--- src/rtl/cpstr_mgr_tx.sv ---
// cpstr_mgr_tx: multi-stream transmit manager. Arbitrates NUM_STREAMS byte
// sources round-robin onto one output, announces stream switches with
// ESC_CHAR followed by {4'h0, idx}, and doubles any ESC_CHAR in the payload.
// Optional feature macro: CPSTR_MGR_TX_STRIDX_REQ_EN -- when defined, a pulse
// on i_send_stridx re-announces the current stream index; when undefined the
// port is present but ignored.
// Ports:
//   i_clk, i_rst      clock, asynchronous active-high reset
//   i_data, i_valid   per-stream source bytes (stream k at [8k+7:8k]) / valids
//   o_ready           per-stream ready, at most one bit high
//   o_data, o_valid   registered output byte stream
//   i_ready           downstream ready
//   i_send_stridx     single-cycle request to re-announce the stream index
//   o_stridx          index of the currently announced stream
module cpstr_mgr_tx #(
  parameter int unsigned NUM_STREAMS = 4,
  parameter logic [7:0]  ESC_CHAR    = 8'h1B,
  parameter int unsigned MAX_BURST   = 16
) (
  input  logic                     i_clk,
  input  logic                     i_rst,
  input  logic [8*NUM_STREAMS-1:0] i_data,
  input  logic [NUM_STREAMS-1:0]   i_valid,
  output logic [NUM_STREAMS-1:0]   o_ready,
  output logic [7:0]               o_data,
  output logic                     o_valid,
  input  logic                     i_ready,
  input  logic                     i_send_stridx,
  output logic [3:0]               o_stridx
);

`ifdef CPSTR_MGR_TX_STRIDX_REQ_EN
  localparam bit REQ_EN = 1'b1;
`else
  localparam bit REQ_EN = 1'b0;
`endif

  typedef enum logic [2:0] {IDLE, SEL_ESC, SEL_IDX, DATA, DATA_ESC} state_t;

  state_t     state, state_n;
  logic [3:0] grant, grant_n, sel_idx, sel_idx_n, stridx_n;
  logic       grant_vld, grant_vld_n;   // a stream grant follows the select sequence
  logic       announced, announced_n;
  logic       pending, pending_n;
  logic       esc_exit, esc_exit_n;     // burst ended on an escaped byte
  logic [7:0] burst_cnt, burst_cnt_n;
  logic [7:0] o_data_n;
  logic       o_valid_n;

  logic       free;
  logic       req_in;
  logic       gnt_valid;
  logic [7:0] gnt_data;
  logic       win_found;
  logic [3:0] win_idx;
  logic       burst_done;

  assign free   = !o_valid || i_ready;
  assign req_in = REQ_EN & i_send_stridx;

  // Granted-stream mux
  always_comb begin
    gnt_valid = 1'b0;
    gnt_data  = 8'h00;
    for (int k = 0; k < int'(NUM_STREAMS); k++) begin
      if (grant == 4'(k)) begin
        gnt_valid = i_valid[k];
        gnt_data  = i_data[8*k +: 8];
      end
    end
  end

  // Ready is offered only to the granted stream while in DATA
  always_comb begin
    o_ready = '0;
    if (state == DATA) begin
      for (int k = 0; k < int'(NUM_STREAMS); k++) begin
        if (grant == 4'(k)) o_ready[k] = free;
      end
    end
  end

  // Round-robin: first valid stream above the last grant, wrapping
  always_comb begin
    int cand;
    cand      = 0;
    win_found = 1'b0;
    win_idx   = grant;
    for (int off = 1; off <= int'(NUM_STREAMS); off++) begin
      cand = int'(grant) + off;
      if (cand >= int'(NUM_STREAMS)) cand = cand - int'(NUM_STREAMS);
      for (int k = 0; k < int'(NUM_STREAMS); k++) begin
        if (!win_found && cand == k && i_valid[k]) begin
          win_found = 1'b1;
          win_idx   = 4'(k);
        end
      end
    end
  end

  assign burst_done = (9'(burst_cnt) + 9'd1) == 9'(MAX_BURST);

  // Next-state and output logic
  always_comb begin
    state_n     = state;
    grant_n     = grant;
    sel_idx_n   = sel_idx;
    stridx_n    = o_stridx;
    grant_vld_n = grant_vld;
    announced_n = announced;
    pending_n   = pending | req_in;
    esc_exit_n  = esc_exit;
    burst_cnt_n = burst_cnt;
    o_data_n    = o_data;
    o_valid_n   = free ? 1'b0 : o_valid;

    case (state)
      IDLE: begin
        if (pending && free) begin
          state_n     = SEL_ESC;
          sel_idx_n   = o_stridx;
          grant_vld_n = 1'b0;
        end else if (win_found) begin
          grant_n     = win_idx;
          burst_cnt_n = 8'd0;
          if (announced && win_idx == o_stridx) begin
            state_n = DATA;
          end else begin
            state_n     = SEL_ESC;
            sel_idx_n   = win_idx;
            grant_vld_n = 1'b1;
          end
        end
      end
      SEL_ESC: begin
        if (free) begin
          o_data_n  = ESC_CHAR;
          o_valid_n = 1'b1;
          state_n   = SEL_IDX;
        end
      end
      SEL_IDX: begin
        if (free) begin
          o_data_n    = {4'h0, sel_idx};
          o_valid_n   = 1'b1;
          stridx_n    = sel_idx;
          announced_n = 1'b1;
          // A request arriving with this emission stays pending
          pending_n   = req_in;
          state_n     = grant_vld ? DATA : IDLE;
        end
      end
      DATA: begin
        if (free) begin
          if (gnt_valid) begin
            o_data_n    = gnt_data;
            o_valid_n   = 1'b1;
            burst_cnt_n = burst_cnt + 8'd1;
            if (gnt_data == ESC_CHAR) begin
              state_n    = DATA_ESC;
              esc_exit_n = burst_done;
            end else if (burst_done) begin
              state_n = IDLE;
            end
          end else begin
            state_n = IDLE;
          end
        end
      end
      DATA_ESC: begin
        if (free) begin
          o_data_n  = ESC_CHAR;
          o_valid_n = 1'b1;
          state_n   = esc_exit ? IDLE : DATA;
        end
      end
      default: state_n = IDLE;
    endcase
  end

  // State and output registers
  always_ff @(posedge i_clk or posedge i_rst) begin
    if (i_rst) begin
      state     <= IDLE;
      grant     <= 4'(NUM_STREAMS - 1);
      sel_idx   <= 4'h0;
      o_stridx  <= 4'h0;
      grant_vld <= 1'b0;
      announced <= 1'b0;
      pending   <= 1'b0;
      esc_exit  <= 1'b0;
      burst_cnt <= 8'd0;
      o_data    <= 8'h00;
      o_valid   <= 1'b0;
    end else begin
      state     <= state_n;
      grant     <= grant_n;
      sel_idx   <= sel_idx_n;
      o_stridx  <= stridx_n;
      grant_vld <= grant_vld_n;
      announced <= announced_n;
      pending   <= pending_n;
      esc_exit  <= esc_exit_n;
      burst_cnt <= burst_cnt_n;
      o_data    <= o_data_n;
      o_valid   <= o_valid_n;
    end
  end

endmodule

--- config.mk ---
export PLATFORM = sky130hd
export DESIGN_NAME = cpstr_mgr_tx
export DESIGN_NICKNAME = d
export VERILOG_FILES = /design/src/rtl/cpstr_mgr_tx.sv
export SDC_FILE = /design/constraint.sdc
export NUM_CORES = 1
export LEC_CHECK = 0
export BUFFER_PORTS_ARGS = -buffer_cell sky130_fd_sc_hd__buf_2
export CAP_MARGIN = 0
export CORE_MARGIN = 2
export CORE_UTILIZATION = 35
export DETAILED_ROUTE_END_ITERATION = 8
export HOLD_SLACK_MARGIN = 0.12
export PLACE_DENSITY = 0.51
export RECOVER_POWER = 50
export SYNTH_ARGS = -nofsm -noshare
export SYNTH_HDL_FRONTEND = slang
export SYNTH_SLANG_ARGS = --single-unit
export TNS_END_PERCENT = 30
--- constraint.sdc ---
create_clock -name i_clk -period 5.83 [get_ports i_clk]
set_input_delay 1.166 -clock i_clk [delete_from_list [all_inputs] [get_ports i_clk]]
set_output_delay 1.166 -clock i_clk [all_outputs]
set_load 0.1 [all_outputs]
==> results of run 1 <==
==> registers in the layout, summed over array words and instances (netlist names) <==
register and cells:
o_valid 1, esc_exit 1, burst_cnt 8, sel_idx 4, announced 1, o_data 8, grant 4, state 3
grant_vld 1, o_stridx 4
==> synth_stat cells (all sizes together) (6+ instances only) <==
| cell type | instances | share of area |
|---|---|---|
| o31ai | 9 | 0.028 |
| nand3 | 6 | 0.010 |
| ha | 13 | 0.057 |
| and2 | 9 | 0.020 |
| nor3 | 8 | 0.014 |
| a21oi | 15 | 0.028 |
| o21ai | 26 | 0.045 |
| and3 | 6 | 0.013 |
| nand2b | 15 | 0.033 |
| inv | 14 | 0.018 |
| buf | 8 | 0.021 |
| mux4 | 8 | 0.063 |
| clkbuf | 7 | 0.0092 |
| mux2 | 10 | 0.039 |
| nor2 | 31 | 0.043 |
| nand2 | 35 | 0.046 |
| dfrtp | 33 | 0.29 |
==> logic make-up (layout without fill, tap and decap cells) <==
group,Yosys count,count (layout),share of synthesized area
xor gates and xnor gates,6,6,0.0184
muxes,22,22,0.116
and+or+nand+nor,133,133,0.242
buffers and inverters,29,79,0.0481
adders and majority gates,13,13,0.0568
AOI/OAI and AO/OA,85,85,0.212
DFF,35,35,0.307
==> placed cells by master (no fill, tap or decap), drive strengths merged, types with 6 or more instances in the layout <==
master  netlist  routed
inv          14      14
o31ai         9       9
nor3          8       8
nand2        35      35
nand3         6       6
mux2         10      10
buf           8      53
and3          6       6
mux4          8       8
dfrtp        33      33
o21ai        26      26
clkbuf        7       9
ha           13      13
nor2         31      31
a21oi        15      15
nand2b       15      15
and2          9       9
==> power breakdown <==
part           leakage [µW]  switching, µW  internal [µW]
registers          0.000466           12.8            261
clock network     0.0000477           88.3           81.7
logic              0.000973            144           44.6
==> final cells by class <==
type	instances	area [µm²]
clock buffer	5	68.8
timing repair buffer	57	283
multi-input combinational	259	1850
sequential	35	878
tap	102	128
inverter	14	52.6
clock inverter	3	15.0
fill	814	4540
==> through the flow <==
stage | util | hold slack [ns] | total power (µW) | area [µm²]
2_1_floorplan | - | 0.435 | 426 | 2860
3_3_place_gp | 0.409 | 0.458 | 467 | 3200
3_5_place_dp | 0.409 | 0.459 | 469 | 3200
4_1_cts | 0.420 | 0.478 | 641 | 3280
5_1_grt | 0.419 | 0.515 | 668 | 3270
6_report | 0.419 | 0.473 | 632 | 3270
==> layer usage <==
layer,up-vias,routed length (µm),GRT usage
met4,0,44,0.0326
met5,-,0,0
met1,1248,3350,0.222
met2,53,3630,0.312
met3,4,326,0.0319
li1,1276,-,-
==> path summary, 6_finish.rpt <==
kind | from | end
worst min-delay path | announced$_DFFE_PP0P_ | announced$_DFFE_PP0P_
max in group asynchronous | i_rst | state[1]$_DFFE_PP0P_
worst max register to register | grant[0]$_DFFE_PP1P_ | sel_idx[1]$_DFFE_PP0P_
worst min register to register | announced$_DFFE_PP0P_ | announced$_DFFE_PP0P_
min in group asynchronous | i_rst | o_data[2]$_DFFE_PP0P_
worst max-delay path | grant[0]$_DFFE_PP1P_ | sel_idx[1]$_DFFE_PP0P_
==> flow_metrics.env, run 1 <==
export IMPL_run_status="complete, but fails checks"
export IMPL_violations="capacitance limit, slew limit"
export IMPL_holdBufCountCts=0
export IMPL_cts_tree="built"
export IMPL_antenna_found_initial=0
export IMPL_startpoint_type="flip-flop"
export IMPL_first_iter_violations=59
export IMPL_nets=425
export IMPL_ys_warn_count=0
export IMPL_postSynthCellCount=323
export IMPL_cts_sinks=35
export IMPL_ys_types=65
export IMPL_worstPathArrival_ns=4.77
export IMPL_htreeDepth=2
export IMPL_ys_ff_latch=35
export IMPL_synthArstFlopShare=1.00
export IMPL_area_delta_synth_final_pct=14.3
export IMPL_clk_pin_slew_ns=0.08
export IMPL_via_per_inst=5.43
export IMPL_min_delay_path_depth=1
export IMPL_clock_skew_final_ns=0.0120
export IMPL_drt_pre_antenna_iters=5
export IMPL_instances_no_fill=475
export IMPL_ys_seq_area_frac=0.307
export IMPL_die_height_um=94.4
export IMPL_period_share=0.790
export IMPL_drc=0
export IMPL_pre_cts_ws_ns=1.19
export IMPL_rrSetupSlack_ns=1.22
export IMPL_hold_viol=0
export IMPL_grt_ovfl_total=0
export IMPL_crit_family="simple AND/OR/NAND/NOR gates"
export IMPL_path_cells="nor2_1 > xnor2_1 > inv_1 > ha_1 > ha_1 > or4b_1 > o311a_2 > o32ai_4 > and3_1 > o21bai_2 > a21oi_2 > or4_4 > o31ai_4 > mux2_1"
export IMPL_hpwl_mm=5.67
export IMPL_cp_num_cells=14
export IMPL_crit_fanout=35
export IMPL_gp_congestion=0.834
export IMPL_dr_total_vias=2581
export IMPL_avgSynthCellArea_um2=8.86
export IMPL_routed_wl_mm=7.36
export IMPL_min_period_ns=4.61
export IMPL_portBuffers=55
export IMPL_slowest_delay_ns=1.00
export IMPL_power_density_nw_per_um2=193
export IMPL_grt_pass1_wl_mm=12.3
export IMPL_tightestPinTransition_ns=1.90
export IMPL_antenna_left=0
export IMPL_worstPathBufferInverterCount=1
export IMPL_post_cts_buffers=0
export IMPL_grt_usage=0.175
export IMPL_min_path_type="flip-flop to flip-flop"
export IMPL_relSlewSlack=-0.269
export IMPL_worstPathRequired_ns=6.00
export IMPL_drive_above_1_share=0.255
export IMPL_crit_type="flip-flop to flip-flop"
export IMPL_die_w_um=94.4
export IMPL_grt_pass1_vias=2509
export IMPL_maxCapViolCount=1
export IMPL_n_antenna_cell=0
export IMPL_start_util=0.367
export IMPL_synthesis_nets=376
export IMPL_synth_area_um2=2860
export IMPL_drv_slew=36
export IMPL_routedWlPerCell_um=15.5
export IMPL_root_buffer="clkbuf_8"
export IMPL_finalSetupViolations=0
export IMPL_place_inst=467
export IMPL_p_leak_uw=0.00149
export IMPL_ctsLongestPathBuffers=2
export IMPL_synthFlopType="dfrtp_1"
export IMPL_rows=32
export IMPL_synth_edf_count=0
export IMPL_r2r_cells=14
export IMPL_endpoint_kind="flip-flop"
export IMPL_final_setup_tns_ns=0
export IMPL_cts_resized_gates=0
export IMPL_core_um2=7810
export IMPL_io_pins=57
export IMPL_vdd_drop_max_v=0.0000969
export IMPL_cp_common_cell="ha_1"
export IMPL_rsz0062_at_grt="false"
export IMPL_die_area_um2=8920
export IMPL_slowest_stage="dfstp_2"
export IMPL_fin_ws_ns=1.22
export IMPL_grt_max_degree=36
export IMPL_clk_insertion_delay_late_ns=0.29
export IMPL_numCtsBuffers=5
export IMPL_fmax_ghz=0.217
Note: power is estimated with default switching activity, not from simulation.
==> inputs of run 2 (changes only) <==
- ABC_AREA: unset -> 1
- PLACE_DENSITY: 0.51 -> 0.53
- clock period: 5.83 -> 3.8 ns (I/O delays scaled with it)
==> run 2 against run 1 <==
  * The flow still finishes with violations (capacitance limit, slew limit)
  * Clock skew decreased by 0.0053 ns
  * Global-route usage down 0.99 points
  * Design area increased by 3.3%
  * Maximum frequency rose by 36%
  * Sequential share of layout area shrank 0.85 points
  * Register-to-register slack got worse by 0.81 ns
  * Power grew to 2.6 times the previous value
  * Cell count increased by 21%
  * Worst setup slack worse by 0.81 ns
  * Clock power up 52%
  * Routed wire length fell by 3.1%
==> flow_metrics.env, run 2 <==
export IMPL_run_status="complete, but fails checks"
export IMPL_violations="capacitance limit, slew limit"
export IMPL_cts_resized_gates=0
export IMPL_rsz0062_at_grt="false"
export IMPL_ys_seq_area_frac=0.301
export IMPL_relSlewSlack=-0.242
export IMPL_min_period_ns=3.39
export IMPL_yosys_top_cells_count="nand2_1 (92), inv_1 (57), nand3_1 (44), dfrtp_1 (33), nor2_1 (33)"
export IMPL_antenna_found_initial=0
export IMPL_ys_types=48
export IMPL_ys_top_cells_by_area="dfrtp_1 (28%), nand2_1 (12%), nand3_1 (7.5%), inv_1 (7.3%), ha_1 (5.6%)"
export IMPL_cp_endpoint="sel_idx[1]$_DFFE_PP0P_"
export IMPL_die_w_um=95.3
export IMPL_yosysTopAreaCellShare=0.283
export IMPL_final_common_cell="nand2_1"
export IMPL_drv_slew=36
export IMPL_rr_startpoint="grant[1]$_DFFE_PP1P_"
export IMPL_endpoint_kind="flip-flop"
export IMPL_ys_ff_latch=35
export IMPL_core_um2=8130
export IMPL_top_regs="burst_cnt (8), o_data (8)"
export IMPL_place_inst=569
export IMPL_ys_warn_count=0
export IMPL_startpoint_type="flip-flop"
export IMPL_fill_cells=875
export IMPL_via_per_inst=4.88
export IMPL_period_share=0.892
export IMPL_grt_usage=0.165
export IMPL_start_util=0.359
export IMPL_avgSynthCellArea_um2=7.09
export IMPL_slowest_stage="dfstp_2"
export IMPL_r2r_end="sel_idx[1]$_DFFE_PP0P_"
export IMPL_die_height_um=95.3
export IMPL_dr_total_vias=2813
export IMPL_drt_pre_antenna_iters=4
export IMPL_n_antenna_cell=0
export IMPL_crit_fanout=8
export IMPL_root_buffer="clkbuf_8"
export IMPL_area_delta_synth_final_pct=15.7
export IMPL_min_path_type="flip-flop to flip-flop"
export IMPL_finalSetupViolations=0
export IMPL_numCtsBuffers=5
export IMPL_synthFlopType="dfrtp_1"
export IMPL_cp_startpoint="grant[1]$_DFFE_PP1P_"
export IMPL_fmax_ghz=0.295
export IMPL_drive_above_1_share=0.233
export IMPL_final_cell_mix="nand2_1 (92), inv_1 (57), buf_2 (52), nand3_1 (44)"
export IMPL_maxCapViolCount=1
export IMPL_rrSetupSlack_ns=0.41
export IMPL_final_setup_tns_ns=0
export IMPL_io_pins=57
export IMPL_drc=0
export IMPL_worstPathRequired_ns=3.98
export IMPL_clk_pin_slew_ns=0.07
export IMPL_hpwl_mm=5.82
export IMPL_die_area_um2=9090
export IMPL_postSynthCellCount=412
export IMPL_slowest_delay_ns=0.54
export IMPL_htreeDepth=2
export IMPL_synthesis_nets=465
export IMPL_power_density_nw_per_um2=486
export IMPL_tightestPinTransition_ns=1.86
export IMPL_routed_wl_mm=7.13
export IMPL_synth_edf_count=0
export IMPL_p_leak_uw=0.00168
export IMPL_cp_common_cell="nand2_1"
export IMPL_ctsLongestPathBuffers=2
export IMPL_gp_congestion=0.812
export IMPL_first_iter_violations=85
export IMPL_clock_skew_final_ns=0.00671
export IMPL_synthArstFlopShare=1.00
export IMPL_grt_pass1_vias=2646
export IMPL_crit_type="flip-flop to flip-flop"
export IMPL_grt_max_degree=36
export IMPL_grt_ovfl_total=0
export IMPL_cts_tree="built"
export IMPL_vdd_drop_max_v=0.000331
export IMPL_hold_viol=0
export IMPL_rows=33
export IMPL_yosysMostFrequentCell="nand2_1"
export IMPL_portBuffers=55
export IMPL_holdBufCountCts=0
export IMPL_grt_pass1_wl_mm=11.8
export IMPL_r2r_cells=26
export IMPL_cts_sinks=35
export IMPL_routedWlPerCell_um=12.4
export IMPL_antenna_left=0
export IMPL_yosys_area_top_type="dfrtp_1"
export IMPL_worstPathArrival_ns=3.57
export IMPL_post_cts_buffers=0
export IMPL_clk_insertion_delay_late_ns=0.28
export IMPL_nets=524
export IMPL_instances_no_fill=577
export IMPL_synth_area_um2=2920
==> run 2: cell types whose count changed in the layout (fill, tap and decap cells not counted), sizes merged, moves of 5 or more <==
cell | previous run | this run
and3 | 6 | 1
inv | 14 | 68
mux4 | 8 | 0
nand2 | 35 | 99
a21oi | 15 | 9
nor2 | 31 | 46
nand4 | 4 | 19
mux2 | 10 | 0
nand3 | 6 | 48
o31ai | 9 | 4
and2 | 9 | 0
nand2b | 15 | 1
==> run 2: cell families after synthesis <==
logic type               count (synthesis)  synth area share
AND/OR/NAND/NOR                        229             0.393
buffers and inverters                   78             0.114
AO/OA/AOI/OAI                           49             0.111
flip-flops                              35             0.301
adder cells (fa/ha/maj)                 13            0.0557
XOR/XNOR                                 7            0.0210
multiplexers                             1           0.00343
==> run 2: per-stage QoR <==
step                      worst slack (ns)  utilization  total power [µW]  hold slack, ns  instance area [µm²]
after floorplan                      0.601            -              1210           0.422                 2920
after global placement               0.425        0.406              1400           0.453                 3300
after detailed placement             0.387        0.406              1400           0.463                 3300
after CTS                            0.372        0.416              1670           0.476                 3390
after global routing                0.0264        0.415              1760           0.485                 3380
final                                0.410        0.415              1640           0.463                 3380
==> run 2: worst min-delay path by stage <==
stage,startpoint,to,slack [ns],depth (start not counted)
final,grant_vld$_DFFE_PP0P_,grant_vld$_DFFE_PP0P_,0.46,2
after global routing,grant_vld$_DFFE_PP0P_,grant_vld$_DFFE_PP0P_,0.49,2
after CTS,grant_vld$_DFFE_PP0P_,grant_vld$_DFFE_PP0P_,0.48,2
after detailed placement,grant_vld$_DFFE_PP0P_,grant_vld$_DFFE_PP0P_,0.46,2
after global placement,grant_vld$_DFFE_PP0P_,grant_vld$_DFFE_PP0P_,0.45,2
after floorplan,grant_vld$_DFFE_PP0P_,grant_vld$_DFFE_PP0P_,0.42,2
==> run 2: critical path, delay by kind of cell, from the launching register on <==
| family | cells | cell delay, ns |
|---|---|---|
| buffers and inverters | 4 | 0.34 |
| adder cells (fa/ha/maj) | 2 | 0.46 |
| flip-flops | 1 | 0.54 |
| AND/OR/NAND/NOR | 20 | 1.93 |
==> run 2: cell type report <==
type	instances	area, µm²	share of cell area
Sequential cell	35	878	0.260
Timing Repair Buffer	60	305	0.0904
Inverter	70	265	0.0785
Multi-Input combinational cell	299	1710	0.507
Clock inverter	2	12.5	0.00370
Clock buffer	6	72.6	0.0215
Tap cell	105	131	0.0389
==> run 2: metal layers <==
| layer | global-route usage | wire [µm] | share of wire |
|---|---|---|---|
| met5 | 0 | 0 | 0 |
| met3 | 0.0261 | 327 | 0.046 |
| met2 | 0.289 | 3370 | 0.47 |
| met1 | 0.214 | 3370 | 0.47 |
| met4 | 0.0326 | 65 | 0.0091 |
==> run 2: power breakdown <==
part           leakage [µW]  internal, µW  total (µW)  switching (µW)
Sequential         0.000424           445         493            48.6
Clock             0.0000412           128         258             130
Combinational       0.00121           188         890             702
==> inputs of run 3 (changes only) <==
- CORE_MARGIN: 2 -> unset
==> run 3 against run 2 <==
  * The flow still finishes with violations (capacitance limit, slew limit)
  * Routed wire length is 0.95% higher
  * Global-route usage is 1.3 points higher
  * Combinational power is 0.7% lower
  * Sequential cell count stayed put
  * Maximum frequency is 1.5% lower
  * Design area is 0.15% lower
  * Critical endpoint unchanged
==> flow_metrics.env, run 3 (synthesis gave the netlist of run 2 again) <==
export IMPL_clk_pin_slew_ns=0.07
export IMPL_worstPathRequired_ns=3.98
export IMPL_grt_usage=0.178
export IMPL_violations="capacitance limit, slew limit"
export IMPL_rows=32
export IMPL_area_delta_synth_final_pct=15.6
export IMPL_nets=523
export IMPL_tightestPinTransition_ns=1.93
export IMPL_grt_max_degree=36
export IMPL_antenna_found_initial=0
export IMPL_startpoint_type="flip-flop"
export IMPL_gp_congestion=0.856
export IMPL_vdd_drop_max_v=0.000296
export IMPL_final_setup_tns_ns=0
export IMPL_portBuffers=55
export IMPL_power_density_nw_per_um2=489
export IMPL_relSlewSlack=-0.289
export IMPL_crit_family="simple AND/OR/NAND/NOR gates"
export IMPL_endpoint_kind="flip-flop"
export IMPL_rsz0062_at_grt="false"
export IMPL_ctsLongestPathBuffers=2
export IMPL_maxCapViolCount=1
export IMPL_crit_type="flip-flop to flip-flop"
export IMPL_final_common_cell="nand2_1"
export IMPL_place_inst=565
export IMPL_die_area_um2=8710
export IMPL_wl_met2_mm=3.27
export IMPL_io_pins=57
export IMPL_clk_insertion_delay_late_ns=0.29
export IMPL_slowest_delay_ns=0.55
export IMPL_die_w_um=93.3
export IMPL_antenna_left=0
export IMPL_finalSetupViolations=0
export IMPL_dr_total_vias=2840
export IMPL_root_buffer="clkbuf_8"
export IMPL_worstPathBufferInverterCount=4
export IMPL_final_seq_area_um2=878
export IMPL_core_um2=7890
export IMPL_cts_resized_gates=0
export IMPL_n_antenna_cell=0
export IMPL_cp_common_cell="nand2_1"
export IMPL_multi_input_area_um2=1720
export IMPL_via_per_inst=4.96
export IMPL_die_height_um=93.3
export IMPL_min_path_type="flip-flop to flip-flop"
export IMPL_cts_tree="built"
export IMPL_p_leak_uw=0.00167
export IMPL_final_core_util=0.428
export IMPL_htreeDepth=2
export IMPL_drt_pre_antenna_iters=4
export IMPL_highest_layer="met4"
export IMPL_routed_wl_mm=7.20
export IMPL_run_status="complete, but fails checks"
export IMPL_routedWlPerCell_um=12.6
export IMPL_drc=0
export IMPL_final_cell_mix="nand2_1 (92), inv_1 (57), buf_2 (52), nand3_1 (44)"
export IMPL_grt_pass1_vias=2680
export IMPL_top_regs="burst_cnt (8), o_data (8)"
export IMPL_crit_fanout=8
export IMPL_drive_above_1_share=0.236
export IMPL_instances_no_fill=573
export IMPL_first_iter_violations=136
export IMPL_numCtsBuffers=5
export IMPL_worstPathArrival_ns=3.63
export IMPL_fill_cells=849
export IMPL_slowest_stage="dfstp_2"
export IMPL_holdBufCountCts=0
export IMPL_cts_sinks=35
export IMPL_fmax_ghz=0.291
export IMPL_start_util=0.370
export IMPL_clock_skew_final_ns=0.00651
export IMPL_hpwl_mm=5.71
export IMPL_grt_ovfl_total=0
export IMPL_wl_met1_mm=3.57
export IMPL_period_share=0.906
export IMPL_met3WireLength_um=308
export IMPL_grt_pass1_wl_mm=12.3
export IMPL_hold_viol=0
export IMPL_drv_slew=36
export IMPL_post_cts_buffers=0
export IMPL_min_period_ns=3.44
==> run 3: cell count changes in the layout (fill, tap and decap cells not counted) <==
cell | previous run | this run
ha_1 | 13 | 12
ha_2 | 0 | 1
clkinvlp_4 | 1 | 2
clkbuf_1 | 5 | 4
buf_4 | 4 | 3
==> run 3: worst paths after layout <==
| check | start | endpoint | slack (ns) | cells past startpoint |
|---|---|---|---|---|
| worst max-delay path | grant[1]$_DFFE_PP1P_ | sel_idx[1]$_DFFE_PP0P_ | 0.36 | 26 |
| worst min-delay path | grant_vld$_DFFE_PP0P_ | grant_vld$_DFFE_PP0P_ | 0.49 | 2 |
| worst max register to register | grant[1]$_DFFE_PP1P_ | sel_idx[1]$_DFFE_PP0P_ | 0.36 | 26 |
| worst min register to register | grant_vld$_DFFE_PP0P_ | grant_vld$_DFFE_PP0P_ | 0.49 | 2 |
| max in group asynchronous | i_rst | state[2]$_DFFE_PP0P_ | 1.54 | 3 |
| min in group asynchronous | i_rst | burst_cnt[0]$_DFFE_PP0P_ | 1.15 | 3 |
==> run 3: final cells by class <==
type / count / share of cell area
clock buffer: 5 / 0.0204
clock inverter: 3 / 0.00593
inverter: 70 / 0.0786
multi-input combinational: 299 / 0.509
sequential: 35 / 0.260
tap: 102 / 0.0378
timing repair buffer: 59 / 0.0883
==> run 3: per-stage QoR <==
step / setup slack (ns) / power (µW) / area [µm²] / hold WS (ns)
6_report: 0.358 / 1650 / 3370 / 0.491
5_1_grt: 0.00164 / 1770 / 3370 / 0.529
4_1_cts: 0.346 / 1670 / 3380 / 0.496
3_5_place_dp: 0.367 / 1390 / 3290 / 0.478
3_3_place_gp: 0.409 / 1380 / 3290 / 0.454
2_1_floorplan: 0.601 / 1210 / 2920 / 0.422
==> run 3: report_power, final <==
group	internal (µW)	leakage [µW]	switching (µW)	total, µW
Combinational	183	0.00120	701	884
Sequential	444	0.000424	50.3	494
Clock	127	0.0000402	144	271
==> run 3: metal layers <==
metal | track usage | vias up
met4 | 0.0308 | 0
met1 | 0.249 | 1309
met5 | 0 | -
met2 | 0.286 | 52
met3 | 0.0358 | 6
li1 | - | 1473
==> run 3: worst reg2reg max path, cell delays in order, from the launching register on <==
cell and delay [ns]:
dfstp_2 0.55, buf_4 0.21, nand3_1 0.11, nand2_2 0.10
inv_1 0.05, ha_1 0.19, ha_1 0.27, inv_1 0.03
nor2_1 0.09, nand3_1 0.09, nand2_1 0.06, nand2_1 0.07
nor2_4 0.19, nand3_2 0.14, nand4_2 0.16, nand2b_1 0.12
nand3_1 0.08, nand2_1 0.11, nand2_1 0.10, nand2_1 0.07
nand2_1 0.06, nor2_2 0.14, nand3_2 0.11, nand2_4 0.09
inv_2 0.06, nand2_1 0.06, nand2_1 0.04
